## src/rtl/pong_pkg.sv

```systemverilog
// pong_pkg: shared state encoding, default colours and direction encoding for pong_engine.
package pong_pkg;

  typedef enum logic [2:0] {
    CLEAR      = 3'd0,
    DRAW       = 3'd1,
    WAIT_START = 3'd2,
    WAIT_TICK  = 3'd3,
    ERASE      = 3'd4,
    UPDATE     = 3'd5,
    LOST       = 3'd6
  } state_e;

  localparam logic [2:0] COL_BG   = 3'b001;
  localparam logic [2:0] COL_PAD  = 3'b010;
  localparam logic [2:0] COL_BALL = 3'b111;
  localparam logic [2:0] COL_LOST = 3'b100;

  // One-bit direction: 1 moves towards larger coordinates
  typedef logic dir_t;
  localparam dir_t DIR_INC = 1'b1;
  localparam dir_t DIR_DEC = 1'b0;

  function automatic dir_t dir_flip(input dir_t d);
    return (d == DIR_INC) ? DIR_DEC : DIR_INC;
  endfunction

endpackage

```

## src/rtl/pong_engine_if.sv

```systemverilog
// pong_engine_if: framebuffer write port; the engine drives it as master, the RAM side listens as slave.
interface pong_engine_if #(
  parameter int AW = 15,
  parameter int DW = 3
);
  logic [AW-1:0] mem_px_addr;
  logic [DW-1:0] mem_px_data;
  logic          px_wr;

  modport master (output mem_px_addr, output mem_px_data, output px_wr);
  modport slave  (input  mem_px_addr, input  mem_px_data, input  px_wr);
endinterface

```

## src/rtl/pong_tick_gen.sv

```systemverilog
// pong_tick_gen: enabled modulo-period counter emitting a one-cycle tick at the terminal count.
module pong_tick_gen #(
  parameter int TW = 18
) (
  input  logic          clk,
  input  logic          rst,
  input  logic          en_i,
  input  logic [TW-1:0] period_i,
  output logic          tick_o
);
  logic [TW-1:0] cnt_q, cnt_d;
  logic          tick_s;

  // Terminal-count decode; >= covers a period that shrinks below the running count
  always_comb begin
    tick_s = en_i && (cnt_q >= (period_i - TW'(1'b1)));
    if (!en_i) begin
      cnt_d = {TW{1'b0}};
    end else if (tick_s) begin
      cnt_d = {TW{1'b0}};
    end else begin
      cnt_d = cnt_q + TW'(1'b1);
    end
  end

  // Counter register
  always_ff @(posedge clk) begin
    if (rst) begin
      cnt_q <= {TW{1'b0}};
    end else begin
      cnt_q <= cnt_d;
    end
  end

  assign tick_o = tick_s;
endmodule

```

## src/rtl/pong_engine.sv

```systemverilog
// pong_engine: single-paddle ball game rendering into a framebuffer, at most one pixel write per clock.
// Optional feature macro PONG_SCORE_EN adds a bounce score output and a per-bounce speed-up.
module pong_engine
  import pong_pkg::*;
#(
  parameter int AW       = 15,
  parameter int DW       = 3,
  parameter int SCR_W    = 128,
  parameter int SCR_H    = 96,
  parameter int PAD_W    = 3,
  parameter int PAD_Y    = 80,
  parameter int TICK_DIV = 250000,
  parameter logic [DW-1:0] C_BG   = DW'(COL_BG),
  parameter logic [DW-1:0] C_PAD  = DW'(COL_PAD),
  parameter logic [DW-1:0] C_BALL = DW'(COL_BALL),
  parameter logic [DW-1:0] C_LOST = DW'(COL_LOST)
) (
  input  logic clk,
  input  logic rst,
  input  logic btn_right,
  input  logic btn_left,
  input  logic btn_start,
  pong_engine_if.master px_if,
  output logic game_over,
  output logic busy
`ifdef PONG_SCORE_EN
  ,
  output logic [7:0] score
`endif
);
  localparam int XW = $clog2(SCR_W);
  localparam int YW = $clog2(SCR_H);
  localparam int TW = $clog2(TICK_DIV + 1);

  localparam logic [XW-1:0] X_ZERO     = XW'(1'b0);
  localparam logic [XW-1:0] X_ONE      = XW'(1'b1);
  localparam logic [XW-1:0] X_MAX      = XW'(SCR_W - 1);
  localparam logic [XW-1:0] X_INIT     = XW'(SCR_W / 2);
  localparam logic [XW-1:0] PAD_MIN    = XW'(PAD_W / 2);
  localparam logic [XW-1:0] PAD_MAX    = XW'(SCR_W - 1 - PAD_W / 2);
  localparam logic [YW-1:0] Y_ZERO     = YW'(1'b0);
  localparam logic [YW-1:0] Y_ONE      = YW'(1'b1);
  localparam logic [YW-1:0] Y_MAX      = YW'(SCR_H - 1);
  localparam logic [YW-1:0] Y_INIT     = YW'(SCR_H / 2);
  localparam logic [YW-1:0] PAD_ROW    = YW'(PAD_Y);
  localparam logic [YW-1:0] BOUNCE_ROW = YW'(PAD_Y - 1);
  localparam logic [AW-1:0] A_ZERO     = AW'(1'b0);
  localparam logic [AW-1:0] A_ONE      = AW'(1'b1);
  localparam logic [AW-1:0] LAST_PIX   = AW'(SCR_W * SCR_H - 1);
  localparam logic [AW-1:0] LAST_SPR   = AW'(PAD_W);

  state_e        state_q, state_d;
  logic [AW-1:0] cnt_q, cnt_d;
  logic [XW-1:0] ball_x_q, ball_x_d, pad_x_q, pad_x_d;
  logic [YW-1:0] ball_y_q, ball_y_d;
  dir_t          dir_x_q, dir_x_d, dir_y_q, dir_y_d;
  logic          started_q, started_d;
  logic          px_wr_q, px_wr_d;
  logic [AW-1:0] addr_q, addr_d;
  logic [DW-1:0] data_q, data_d;
  logic          game_over_q, game_over_d;
  logic          busy_q, busy_d;

  logic [XW-1:0] pad_new_s, bx_new_s, dist_s;
  logic [YW-1:0] by_new_s;
  dir_t          dx_s, dy0_s, dy_s;
  logic          hit_s, lose_s;
  logic          tick_en_s, tick_s;
  logic [TW-1:0] period_s;

`ifdef PONG_SCORE_EN
  localparam logic [TW-1:0] PER_INIT  = TW'(TICK_DIV);
  localparam logic [TW-1:0] PER_STEP  = TW'(TICK_DIV / 16);
  localparam logic [TW-1:0] PER_FLOOR = TW'(TICK_DIV / 4);
  logic [7:0]    score_q, score_d;
  logic [TW-1:0] period_q, period_d;
  assign period_s = period_q;
  assign score    = score_q;
`else
  assign period_s = TW'(TICK_DIV);
`endif

  function automatic logic [AW-1:0] pix_addr(input logic [XW-1:0] x, input logic [YW-1:0] y);
    return AW'(y) * AW'(SCR_W) + AW'(x);
  endfunction

  function automatic logic [XW-1:0] pad_px(input logic [XW-1:0] pad, input logic [AW-1:0] k);
    return pad - PAD_MIN + XW'(k);
  endfunction

  assign tick_en_s = (state_q == WAIT_TICK);

  pong_tick_gen #(.TW(TW)) u_tick (
    .clk      (clk),
    .rst      (rst),
    .en_i     (tick_en_s),
    .period_i (period_s),
    .tick_o   (tick_s)
  );

  // Candidate paddle/ball step; only committed when the FSM is in UPDATE
  always_comb begin
    if (btn_right && !btn_left && (pad_x_q < PAD_MAX)) begin
      pad_new_s = pad_x_q + X_ONE;
    end else if (btn_left && !btn_right && (pad_x_q > PAD_MIN)) begin
      pad_new_s = pad_x_q - X_ONE;
    end else begin
      pad_new_s = pad_x_q;
    end

    if (ball_x_q == X_ZERO) begin
      dx_s = DIR_INC;
    end else if (ball_x_q == X_MAX) begin
      dx_s = DIR_DEC;
    end else begin
      dx_s = dir_x_q;
    end
    bx_new_s = (dx_s == DIR_INC) ? (ball_x_q + X_ONE) : (ball_x_q - X_ONE);

    dy0_s  = (ball_y_q == Y_ZERO) ? DIR_INC : dir_y_q;
    dist_s = (ball_x_q >= pad_new_s) ? (ball_x_q - pad_new_s) : (pad_new_s - ball_x_q);
    hit_s  = (ball_y_q == BOUNCE_ROW) && (dy0_s == DIR_INC) && (dist_s <= PAD_MIN);
    dy_s   = hit_s ? dir_flip(dy0_s) : dy0_s;
    by_new_s = (dy_s == DIR_INC) ? (ball_y_q + Y_ONE) : (ball_y_q - Y_ONE);
    lose_s = (by_new_s == Y_MAX);
  end

  // Next-state and pixel-write decode
  always_comb begin
    state_d     = state_q;
    cnt_d       = cnt_q;
    ball_x_d    = ball_x_q;
    ball_y_d    = ball_y_q;
    dir_x_d     = dir_x_q;
    dir_y_d     = dir_y_q;
    pad_x_d     = pad_x_q;
    started_d   = started_q;
    px_wr_d     = 1'b0;
    addr_d      = addr_q;
    data_d      = data_q;
    game_over_d = game_over_q;
    busy_d      = busy_q;
`ifdef PONG_SCORE_EN
    score_d     = score_q;
    period_d    = period_q;
`endif

    case (state_q)
      CLEAR: begin
        px_wr_d = 1'b1;
        addr_d  = cnt_q;
        data_d  = C_BG;
        busy_d  = 1'b1;
        if (cnt_q == LAST_PIX) begin
          cnt_d   = A_ZERO;
          busy_d  = 1'b0;
          state_d = DRAW;
        end else begin
          cnt_d = cnt_q + A_ONE;
        end
      end
      DRAW: begin
        px_wr_d = 1'b1;
        if (cnt_q < LAST_SPR) begin
          addr_d = pix_addr(pad_px(pad_x_q, cnt_q), PAD_ROW);
          data_d = C_PAD;
        end else begin
          addr_d = pix_addr(ball_x_q, ball_y_q);
          data_d = C_BALL;
        end
        if (cnt_q == LAST_SPR) begin
          cnt_d   = A_ZERO;
          state_d = started_q ? WAIT_TICK : WAIT_START;
        end else begin
          cnt_d = cnt_q + A_ONE;
        end
      end
      WAIT_START: begin
        if (btn_start) begin
          started_d = 1'b1;
          state_d   = WAIT_TICK;
        end else begin
          state_d = WAIT_START;
        end
      end
      WAIT_TICK: begin
        if (tick_s) begin
          cnt_d   = A_ZERO;
          state_d = ERASE;
        end else begin
          state_d = WAIT_TICK;
        end
      end
      ERASE: begin
        px_wr_d = 1'b1;
        data_d  = C_BG;
        if (cnt_q == A_ZERO) begin
          addr_d = pix_addr(ball_x_q, ball_y_q);
        end else begin
          addr_d = pix_addr(pad_px(pad_x_q, cnt_q - A_ONE), PAD_ROW);
        end
        if (cnt_q == LAST_SPR) begin
          cnt_d   = A_ZERO;
          state_d = UPDATE;
        end else begin
          cnt_d = cnt_q + A_ONE;
        end
      end
      UPDATE: begin
        pad_x_d  = pad_new_s;
        ball_x_d = bx_new_s;
        ball_y_d = by_new_s;
        dir_x_d  = dx_s;
        dir_y_d  = dy_s;
        cnt_d    = A_ZERO;
`ifdef PONG_SCORE_EN
        if (hit_s) begin
          score_d  = (score_q != 8'hFF) ? (score_q + 8'd1) : score_q;
          period_d = (period_q >= (PER_FLOOR + PER_STEP)) ? (period_q - PER_STEP) : PER_FLOOR;
        end else begin
          score_d  = score_q;
          period_d = period_q;
        end
`endif
        if (lose_s) begin
          game_over_d = 1'b1;
          state_d     = LOST;
        end else begin
          state_d = DRAW;
        end
      end
      LOST: begin
        game_over_d = 1'b1;
        // cnt marks whether the centre marker has been written yet
        if (cnt_q == A_ZERO) begin
          px_wr_d = 1'b1;
          addr_d  = pix_addr(X_INIT, Y_INIT);
          data_d  = C_LOST;
          cnt_d   = A_ONE;
        end else if (btn_start) begin
          state_d     = CLEAR;
          cnt_d       = A_ZERO;
          ball_x_d    = X_INIT;
          ball_y_d    = Y_INIT;
          dir_x_d     = DIR_INC;
          dir_y_d     = DIR_INC;
          pad_x_d     = X_INIT;
          started_d   = 1'b0;
          game_over_d = 1'b0;
          busy_d      = 1'b1;
`ifdef PONG_SCORE_EN
          score_d     = 8'd0;
          period_d    = PER_INIT;
`endif
        end else begin
          state_d = LOST;
        end
      end
      default: begin
        state_d = CLEAR;
        cnt_d   = A_ZERO;
        busy_d  = 1'b1;
      end
    endcase
  end

  // State, game and output registers
  always_ff @(posedge clk) begin
    if (rst) begin
      state_q     <= CLEAR;
      cnt_q       <= A_ZERO;
      ball_x_q    <= X_INIT;
      ball_y_q    <= Y_INIT;
      dir_x_q     <= DIR_INC;
      dir_y_q     <= DIR_INC;
      pad_x_q     <= X_INIT;
      started_q   <= 1'b0;
      px_wr_q     <= 1'b0;
      addr_q      <= A_ZERO;
      data_q      <= {DW{1'b0}};
      game_over_q <= 1'b0;
      busy_q      <= 1'b1;
`ifdef PONG_SCORE_EN
      score_q     <= 8'd0;
      period_q    <= PER_INIT;
`endif
    end else begin
      state_q     <= state_d;
      cnt_q       <= cnt_d;
      ball_x_q    <= ball_x_d;
      ball_y_q    <= ball_y_d;
      dir_x_q     <= dir_x_d;
      dir_y_q     <= dir_y_d;
      pad_x_q     <= pad_x_d;
      started_q   <= started_d;
      px_wr_q     <= px_wr_d;
      addr_q      <= addr_d;
      data_q      <= data_d;
      game_over_q <= game_over_d;
      busy_q      <= busy_d;
`ifdef PONG_SCORE_EN
      score_q     <= score_d;
      period_q    <= period_d;
`endif
    end
  end

  assign px_if.px_wr       = px_wr_q;
  assign px_if.mem_px_addr = addr_q;
  assign px_if.mem_px_data = data_q;
  assign game_over         = game_over_q;
  assign busy              = busy_q;
endmodule

```

## src/flat_wrapper.sv

```systemverilog
// flat-port wrapper written by rule: the top's interface ports become plain ports
module pong_engine_flat import pong_pkg::*;
#(
  parameter int AW       = 15,
  parameter int DW       = 3,
  parameter int SCR_W    = 128,
  parameter int SCR_H    = 96,
  parameter int PAD_W    = 3,
  parameter int PAD_Y    = 80,
  parameter int TICK_DIV = 250000,
  parameter logic [DW-1:0] C_BG   = DW'(COL_BG),
  parameter logic [DW-1:0] C_PAD  = DW'(COL_PAD),
  parameter logic [DW-1:0] C_BALL = DW'(COL_BALL),
  parameter logic [DW-1:0] C_LOST = DW'(COL_LOST)
)
  (clk, rst, btn_right, btn_left, btn_start, game_over, busy, px_if_mem_px_addr, px_if_mem_px_data, px_if_px_wr);
  pong_engine_if #(.AW(AW), .DW(DW)) px_if_i ();
  input  logic clk;
  input  logic rst;
  input  logic btn_right;
  input  logic btn_left;
  input  logic btn_start;
  output logic game_over;
  output logic busy;
  output wire logic [$bits(px_if_i.mem_px_addr)-1:0] px_if_mem_px_addr;
  output wire logic [$bits(px_if_i.mem_px_data)-1:0] px_if_mem_px_data;
  output wire logic [$bits(px_if_i.px_wr)-1:0] px_if_px_wr;
  assign px_if_mem_px_addr = px_if_i.mem_px_addr;
  assign px_if_mem_px_data = px_if_i.mem_px_data;
  assign px_if_px_wr = px_if_i.px_wr;
  pong_engine #(.AW(AW), .DW(DW), .SCR_W(SCR_W), .SCR_H(SCR_H), .PAD_W(PAD_W), .PAD_Y(PAD_Y), .TICK_DIV(TICK_DIV), .C_BG(C_BG), .C_PAD(C_PAD), .C_BALL(C_BALL), .C_LOST(C_LOST)) u_core (.clk(clk), .rst(rst), .btn_right(btn_right), .btn_left(btn_left), .btn_start(btn_start), .px_if(px_if_i), .game_over(game_over), .busy(busy));
endmodule
```

## config.mk

```make
export PLATFORM = sky130hd
export DESIGN_NAME = pong_engine_flat
export DESIGN_NICKNAME = d
export VERILOG_FILES = /design/src/rtl/pong_pkg.sv /design/src/rtl/pong_engine_if.sv /design/src/rtl/pong_tick_gen.sv /design/src/rtl/pong_engine.sv /design/src/flat_wrapper.sv
export SDC_FILE = /design/constraint.sdc
export NUM_CORES = 1
export LEC_CHECK = 0
export CORE_MARGIN = 3
export CORE_UTILIZATION = 62
export DETAILED_ROUTE_END_ITERATION = 12
export PLACE_DENSITY_LB_ADDON = 0.1
export SLEW_MARGIN = 5
export SYNTH_ARGS = -nofsm -noshare
export SYNTH_HDL_FRONTEND = slang
export SYNTH_SLANG_ARGS = --single-unit
```

## constraint.sdc

```tcl
create_clock -name clk -period 6.5 [get_ports clk]
set_input_delay 0.65 -clock clk [delete_from_list [all_inputs] [get_ports clk]]
set_output_delay 0.65 -clock clk [all_outputs]
set_load 0.1 [all_outputs]
```

### Word level (Yosys, flattened, before mapping)

Cells that the tools add are included.

* flip-flop bits (word level): 81
* word-level logic and storage cells: 145

* add/subtract/negate cells: 16
* $lt $le $gt $ge: 6
* equality and inequality tests: 21
* muxes and demuxes: 55
* bitwise operators: 3
* reduce and logical (&&, ||, !) cells: 30

Operators by type and width (count)
* two-way mux 15 bit: 8
* one-hot mux 15 bit (5 select lines): 1
* two-way mux 7 bit: 9
* one-hot mux 15 bit (4 select lines): 1
* one-hot mux 7 bit (2 select lines): 3
* adder 14 x 7 -> 15 bit (first input constant): 2
* subtractor 7 x 1 -> 7 bit (second input constant): 4
* two-way mux 3 bit: 9
* adder 7 x 1 -> 7 bit (second input constant): 3
* equality test 7 bit (second input constant): 3
* one-hot mux 3 bit (7 select lines): 1
* adder 18 x 1 -> 18 bit (second input constant): 1
* >= comparator 18 bit (second input constant): 1
* two-way mux 1 bit: 16
* adder 14 x 7 -> 15 bit: 1
* adder 15 x 1 -> 15 bit (second input constant): 1
* equality test 15 x 14 -> 1 bit (second input constant): 1
* equality test 15 x 2 -> 1 bit (second input constant): 1
* zero test 15 bit: 1
* < comparator 15 x 2 -> 1 bit (second input constant): 1
* adder 7 bit: 2
* zero test 7 bit: 2
* subtractor 7 bit: 2
* != test 2 x 1 -> 1 bit (second input constant): 6
* 25 further kinds: 51

### Depth between registers and ports, before layout

Gate-level depths: netlist of the first run.

* depth in word-level cells: 14
* gate-level depth with buffers: 25
* gate-level depth less buffers: 24

### Hierarchy

From an unflattened synthesis of the first run, not the netlist that was laid out.

* cell total of the unflattened synthesis: 815
* area total of the unflattened synthesis: 6488.7 µm²

Modules (own cells, without submodules)
* pong_engine: times used 1, cells an instance 645, area an instance 4934.7 µm²
* pong_tick_gen: times used 1, cells an instance 170, area an instance 1554.0 µm²

### Worst setup path before layout of the first run

Ideal clock, no wire load.

* kind: reg-to-reg
* start: reg u_core.pad_x_q[2]
* end: reg u_core.state_q[0]
* setup time: 0.119 ns
* arrival time: 4.794 ns
* setup slack: 1.588 ns
* stages on the path, launching flop included: 25
* buffers on the path: 2
* cell sequence: dfxtp_1 buf_2 nor4_1 o211ai_1 and3_1 clkbuf_1 nor2_1 xnor2_1 ha_1 inv_1 fa_1 a21o_1 a21oi_1 mux2i_1 a2111oi_4 mux2_4 nor2_2 xnor2_1 ha_1 and3_1 nand3_1 nor2_1 o211ai_1 a21o_1 o221a_1

* longest elaborated chain between the ends: 13
* elaborated cells between the ends (all ways): 19
* classes of those cells: add/sub (4); order compare (4); eq/ne (1); mux (7); reduce/logical (3)

Ends and longest elaborated chain
* from (decl): RTL line pong_engine.sv:54 `logic [XW-1:0] ball_x_q, ball_x_d, pad_x_q, pad_x_d;`
* from (signal assigned): RTL line pong_engine.sv:294 `pad_x_q <= pad_x_d;`
* greater-than comparator 7 x 1 -> 1 bit: RTL line pong_engine.sv:105 `end else if (btn_left && !btn_right && (pad_x_q > PAD_MIN)) begin`
* logical AND 1 bit: RTL line pong_engine.sv:105
* two-way mux 7 bit: RTL line pong_engine.sv:105
* two-way mux 7 bit (*): RTL line pong_engine.sv:103 `if (btn_right && !btn_left && (pad_x_q < PAD_MAX)) begin`
* subtractor 7 bit / >= comparator 7 bit (equally long branches): RTL line pong_engine.sv:121 `dist_s = (ball_x_q >= pad_new_s) ? (ball_x_q - pad_new_s) : (pad_new_s - ball_x_q);`
* two-way mux 7 bit (*): RTL line pong_engine.sv:121
* less-or-equal comparator 7 x 1 -> 1 bit (*): RTL line pong_engine.sv:122 `hit_s = (ball_y_q == BOUNCE_ROW) && (dy0_s == DIR_INC) && (dist_s <= PAD_MIN);`
* logical AND 1 bit (*): RTL line pong_engine.sv:122
* two-way mux 1 bit (*): RTL line pong_engine.sv:123 `dy_s = hit_s ? dir_flip(dy0_s) : dy0_s;`
* two-way mux 7 bit (*): RTL line pong_engine.sv:124 `by_new_s = (dy_s == DIR_INC) ? (ball_y_q + Y_ONE) : (ball_y_q - Y_ONE);`
* equality test 7 bit (*): RTL line pong_engine.sv:125 `lose_s = (by_new_s == Y_MAX);`
* two-way mux 3 bit (*): RTL line pong_engine.sv:225 `if (lose_s) begin`
* one-hot mux 3 bit (7 select lines) (*): RTL line pong_engine.sv:148 `case (state_q)`
* to (signal assigned): RTL line pong_engine.sv:288 `state_q <= state_d;`
* to (decl): RTL line pong_engine.sv:52 `state_e state_q, state_d;`

Every way passes the cells marked *; elsewhere a longest branch is shown, timed or not.
A chain may end at the register's enable or synchronous reset.

### Worst setup path in the final report of the first run

* start: reg u_core.pad_x_q[2]
* end: reg u_core.state_q[2]

The elaborated chain is that of the path after synthesis.

==> out/qor.csv, run 1 <==
metric;value;unit
Fmax;179;MHz
final std cells w/o fill;859;
Critical Path Most Common Cell;and3_1;
cts repair resizes;0;
fraction of layout cells with a size suffix above 1;5.73;%
syn nets;800;
Final Skew;0.0138;ns
final core utilization;70.4;%
slowest CP cell;ha_1;
DR WL/cell;17.2;um
Fillers;748;
RePlAce Congestion;0.877;
Hold Crit Class;flip-flop to flip-flop;
cell count after synthesis;747;
initial DRC count;290;
post-synth top area share;27.8;%
Final setup viols;0;
syn avg cell area;7.81;um2
Reg2Reg Setup Slack;0.92;ns
DRC errors left;0;
post-route ant nets;0;
final hold violation count;0;
pin count of the biggest net entering global routing;53;
Period minus WS final;5.58;ns
Synth Register Bits;81;
via density per instance;6.33;
total die area;0.0106;mm2
CP bufs+invs;0;
Core Area;0.00893;mm2
RSZ-0062 raised after global routing;no;
Crit. End Element;flip-flop;
DP Cell Count;843;
Leak Pwr;0.00250;uW
HPWL after DPL;10800;um
Post-CTS Setup Inserts;0;
initial antenna violation count;0;
Chip Width;103;um
worst-margin pin slew;1.00;ns
hold_buf cts;0;
CP peak stage delay;0.45;ns
Crit path max-delay family;simple AND/OR/NAND/NOR gates;
area of the multi-input gates;0.00384;mm2
TritonCTS buffer count;9;
register area;0.00162;mm2
final hold slack;0.444;ns
CP Cell Sequence;and3_1 > and2_1 > a311oi_2 > and3_1 > a211oi_1 > a221oi_2 > ha_1 > nor3b_1 > or4_4 > a2111oi_4 > mux2_4 > nor2_2 > xnor2_1 > ha_1 > and3_1 > nand3_1 > nor2_1 > o211ai_1 > a21oi_4 > nand4_2 > a21boi_1;
post-synthesis cell type count;76;
post-synth top area cell;dfxtp_1;
remaining global-route overflow;0;
crit start category;flip-flop;
Crit path arrival time;5.89;ns
Reg clk slew, reported paths;0.09;ns
status;finished, final reports clean;
EDFF count, synth;0;
IO buf count;25;
top-count cell post-synth;nor2_1;
Crit Path Class;flip-flop to flip-flop;
routed via count;5437;
first-pass GRT wire length;24500;um
die span in y;103;um
io pins;26;
register area share after synthesis;27.8;%
row cnt;34;
setup TNS;0;ns
gr usage total;29.1;%
Nets;799;
drt first pass iters;5;
top post-synthesis cells by area;dfxtp_1, ha_1, nor2_1;
Max Slew Vio Count;0;
Synth top cells by count;nor2_1, dfxtp_1, inv_1;
clock sink total;81;
Main synth FF type;dfxtp_1;
final WL;14800;um
Max H-tree Level;3;
WP data required;6.81;ns
Ys Warns;0;
maximum fanout along the worst path;14;
vias in the first global route;5172;
Mapped Area;0.00583;mm2
Peak VDD IR;94.3;uV
Max Cap Viol;0;
Final period util;85.8;%
Slew headroom;33.2;%
CTS Buffer Depth;2;
root buffer cell;clkbuf_8;
Worst-Skew Late Latency;0.37;ns
Layout area overhead;7.81;%
Initial Utilization;65.3;%
PwrDens;168;mW/mm2
n_diodes;0;
CTS tree;built;
FFs w/ async S/R, synth;0;%
## routing by layer
layer,global-route usage [%],up-vias,wire length [um]
met5,0,-,0
met3,6.50,35,1090
li1,-,2645,-
met1,37.0,2549,6350
met2,48.1,208,6940
met4,11.0,0,389
## cell families after synthesis
group	synth area share (%)
AOI/OAI and AO/OA	23.0
xor gates and xnor gates	7.51
adders and majority gates	10.9
DFF	27.8
and+or+nand+nor	23.1
muxes	1.29
buffers and inverters	6.45
## worst paths after layout
kind | depth (start not counted) | startpoint | to
min reg2reg | 1 | u_core.u_tick.cnt_q[0] | u_core.u_tick.cnt_q[0]
max reg2reg | 21 | u_core.pad_x_q[2] | u_core.state_q[2]
max | 21 | u_core.pad_x_q[2] | u_core.state_q[2]
min | 1 | u_core.u_tick.cnt_q[0] | u_core.u_tick.cnt_q[0]
## cell type report
cell class              count  share of cell area (%)
well taps                 108                    2.15
flip-flops and latches     81                    25.8
clock inverters             7                    1.63
inverters                  56                    3.34
repair buffers             27                    4.14
clock buffers               9                    1.97
multi-input cells         571                    61.0
## report_power, final
group,internal (uW),switching (uW)
registers,499,5.41
clock network,221,207
logic,46.2,76.0
total,766,289
## cell usage in the layout (no fill, tap or decap), types with 7 or more instances in the layout
cell / n
nand3_1: 19
inv_1: 56
a21oi_1: 51
nand2_1: 46
dfxtp_1: 81
xnor2_1: 28
nand2b_1: 9
nor3_1: 25
nand4_1: 14
and2_1: 7
o21ai_0: 16
a22oi_1: 13
a31oi_1: 7
and3_1: 15
clkbuf_8: 9
nor2_1: 109
ha_1: 43
xor2_1: 22
a21o_1: 16
o211ai_1: 8
clkdlybuf4s50_1: 24
a221oi_1: 7
a211oi_1: 8
## state kept, by name (all words and copies together), names as in the netlist
| name | count |
|---|---|
| u_core.pad_x_q | 7 |
| u_core.ball_x_q | 7 |
| u_core.px_if.mem_px_addr | 15 |
| u_core.busy | 1 |
| u_core.cnt_q | 15 |
| u_core.state_q | 3 |
| u_core.game_over | 1 |
| u_core.ball_y_q | 7 |
| u_core.u_tick.cnt_q | 18 |
| u_core.started_q | 1 |
| u_core.px_if.px_wr | 1 |
| u_core.dir_y_q | 1 |
| u_core.px_if.mem_px_data | 3 |
| u_core.dir_x_q | 1 |
## worst register-to-register path, cell delays in order, from the launching register on
cell and delay, ns:
dfxtp_1 0.42, and3_1 0.22, and2_1 0.22, a311oi_2 0.44
and3_1 0.29, a211oi_1 0.12, a221oi_2 0.30, ha_1 0.45
nor3b_1 0.22, or4_4 0.43, a2111oi_4 0.39, mux2_4 0.27
nor2_2 0.07, xnor2_1 0.25, ha_1 0.37, and3_1 0.22
nand3_1 0.08, nor2_1 0.11, o211ai_1 0.15, a21oi_4 0.22
nand4_2 0.15, a21boi_1 0.16
## through the flow
step	setup WS (ns)	total power (uW)	instance area (um2)
final	0.922	1050	6290
after global placement	0.947	634	6060
after floorplan	1.59	610	5830
after CTS	0.935	1060	6290
after detailed placement	0.729	636	6060
after global routing	0.452	1090	6290
Power figures use the tool's default switching activity.
==> run 2, diff against run 1 <==
--- a/config.mk
+++ b/config.mk
@@ -6,8 +6,9 @@
 export NUM_CORES = 1
 export LEC_CHECK = 0
 export CORE_MARGIN = 3
-export CORE_UTILIZATION = 62
+export CORE_UTILIZATION = 65
 export DETAILED_ROUTE_END_ITERATION = 12
+export DONT_BUFFER_PORTS = 1
 export PLACE_DENSITY_LB_ADDON = 0.1
 export SLEW_MARGIN = 5
 export SYNTH_ARGS = -nofsm -noshare
==> run 2 against run 1 <==
Compared with the run above:
- clock power shrank 12%
- largest cell class unchanged
- worst hold slack lost 0.093 ns
- via count shrank 2.1%
- largest power group unchanged
- critical endpoint is now u_core.state_q[1]
- first-iteration DRC count grew 28%
==> out/qor.csv, run 2 (same netlist as run 1, synthesis figures left out) <==
metric;value;unit;change
Leak Pwr;0.00240;uW;was 0.00250 uW
Period minus WS final;5.45;ns;was 5.58 ns
WP data required;6.79;ns;was 6.81 ns
final WL;14100;um;was 14800 um
Nets;775;;was 799
vias in the first global route;4969;;was 5172
Slew headroom;33.1;%;was 33.2%
Hold Crit Class;input port to flip-flop;;was flip-flop to flip-flop
worst-margin pin slew;1.00;ns;about the same
DR WL/cell;17.0;um;was 17.2 um
clock sink total;81;;unchanged
Peak VDD IR;118;uV;was 94.3 uV
hold_buf cts;0;;unchanged
most common cell after layout, fill and taps aside;nor2_1;;unchanged
crit start category;flip-flop;;unchanged
PwrDens;165;mW/mm2;was 168 mW/mm2
Final Skew;0.0126;ns;was 0.0138 ns
n_diodes;0;;unchanged
Post-CTS Setup Inserts;0;;unchanged
root buffer cell;clkbuf_8;;unchanged
Crit path arrival time;5.75;ns;was 5.89 ns
Fmax;183;MHz;was 179 MHz
cts repair resizes;0;;unchanged
io pins;26;;unchanged
Max Cap Viol;0;;unchanged
Top reg by flops;u_core.u_tick.cnt_q;;unchanged
DP Cell Count;816;;was 843
Final period util;83.9;%;was 85.8%
first-pass GRT wire length;24100;um;was 24500 um
row cnt;33;;was 34
DRC errors left;0;;unchanged
RSZ-0062 raised after global routing;no;;unchanged
drt first pass iters;6;;was 5
fraction of layout cells with a size suffix above 1;5.91;%;was 5.73%
pin count of the biggest net entering global routing;53;;unchanged
total die area;0.0101;mm2;was 0.0106 mm2
routed via count;5323;;was 5437
Layout area overhead;3.24;%;was 7.81%
setup TNS;0;ns;unchanged
Core Area;0.00846;mm2;was 0.00893 mm2
die span in y;101;um;was 103 um
via density per instance;6.40;;was 6.33
status;finished, final reports clean;;unchanged
Initial Utilization;68.9;%;was 65.3%
final hold violation count;0;;unchanged
gr usage total;29.1;%;about the same
max reg flops;18;;unchanged
initial DRC count;372;;was 290
Fillers;708;;was 748
Max Slew Vio Count;0;;unchanged
remaining global-route overflow;0;;unchanged
initial antenna violation count;0;;unchanged
TritonCTS buffer count;9;;unchanged
HPWL after DPL;10500;um;was 10800 um
Crit Path Class;flip-flop to flip-flop;;unchanged
Max H-tree Level;3;;unchanged
CTS tree;built;;unchanged
IO buf count;0;;was 25
Reg clk slew, reported paths;0.09;ns;about the same
post-route ant nets;0;;unchanged
Worst-Skew Late Latency;0.36;ns;was 0.37 ns
final std cells w/o fill;832;;was 859
CTS Buffer Depth;2;;unchanged
Chip Width;101;um;was 103 um
RePlAce Congestion;0.970;;was 0.877
Final setup viols;0;;unchanged
Crit. End Element;flip-flop;;unchanged
commonest cells after routing, fill and taps aside;nor2_1, dfxtp_1, inv_1;;unchanged
maximum fanout along the worst path;14;;unchanged
-- run 2: cell types whose count changed in the layout (fill, tap and decap cells not counted), sizes merged --
cell / before / now
clkinvlp: 0 / 1
bufinv: 2 / 1
clkdlybuf4s50: 24 / 0
-- run 2: power by group --
group	internal [uW]	leakage, uW	switching (uW)
registers	499	0.000654	18.2
clock network	181	0.000100	197
logic	42.2	0.00165	57.8
-- run 2: worst paths after layout --
path / to / slack (ns) / start / depth (start not counted)
worst max register to register: u_core.state_q[1] / 1.05 / u_core.pad_x_q[2] / 21
worst max-delay path: u_core.state_q[1] / 1.05 / u_core.pad_x_q[2] / 21
worst min register to register: u_core.u_tick.cnt_q[0] / 0.44 / u_core.u_tick.cnt_q[0] / 1
worst min-delay path: u_core.px_if.mem_px_addr[14] / 0.35 / rst / 1
-- run 2: area by class of cell --
class                           instances  area, um2  area share [%]
Sequential cell                        81       1620            26.9
Inverter                               56        210            3.49
Clock inverter                          7       77.6            1.29
Multi-Input combinational cell        571       3840            63.7
Timing Repair Buffer                    3       22.5           0.374
Tap cell                              105        131            2.18
Clock buffer                            9        124            2.06
-- run 2: critical path, cell delays in order, from the launching register on --
cell and delay (ns):
dfxtp_1 0.41, and3_1 0.22, and2_1 0.21, a311oi_2 0.44, and3_1 0.29, a211oi_1 0.10, a221oi_2 0.26, ha_1 0.44
nor3b_1 0.21, or4_4 0.43, a2111oi_4 0.38, mux2_4 0.26, nor2_2 0.07, xnor2_1 0.18, ha_1 0.30, nor3_1 0.36
nand2_1 0.10, nor2_1 0.13, o22ai_2 0.11, a21oi_4 0.18, nand4_2 0.15, a21oi_2 0.16
-- run 2: layer usage --
layer  track usage [%]  vias to the layer above  share of wire, %  wire, um
met5                 0                        -                 0         0
met4              6.22                        0               1.5       216
met3              5.54                       26               7.2      1020
met2              48.6                      209                47      6620
met1              39.2                     2489                44      6290
li1                  -                     2599                 -         -
-- run 2: through the flow --
stage | hold WS, ns | area [um2] | utilization, % | setup slack (ns) | power, uW
5_1_grt | 0.335 | 6020 | 71.2 | 0.564 | 1040
6_report | 0.351 | 6020 | 71.2 | 1.05 | 995
4_1_cts | 0.343 | 6020 | 71.2 | 1.07 | 1000
2_1_floorplan | 0.413 | 5830 | - | 1.59 | 610
3_3_place_gp | 0.422 | 5820 | 68.8 | 1.28 | 624
3_5_place_dp | 0.438 | 5820 | 68.8 | 1.10 | 626
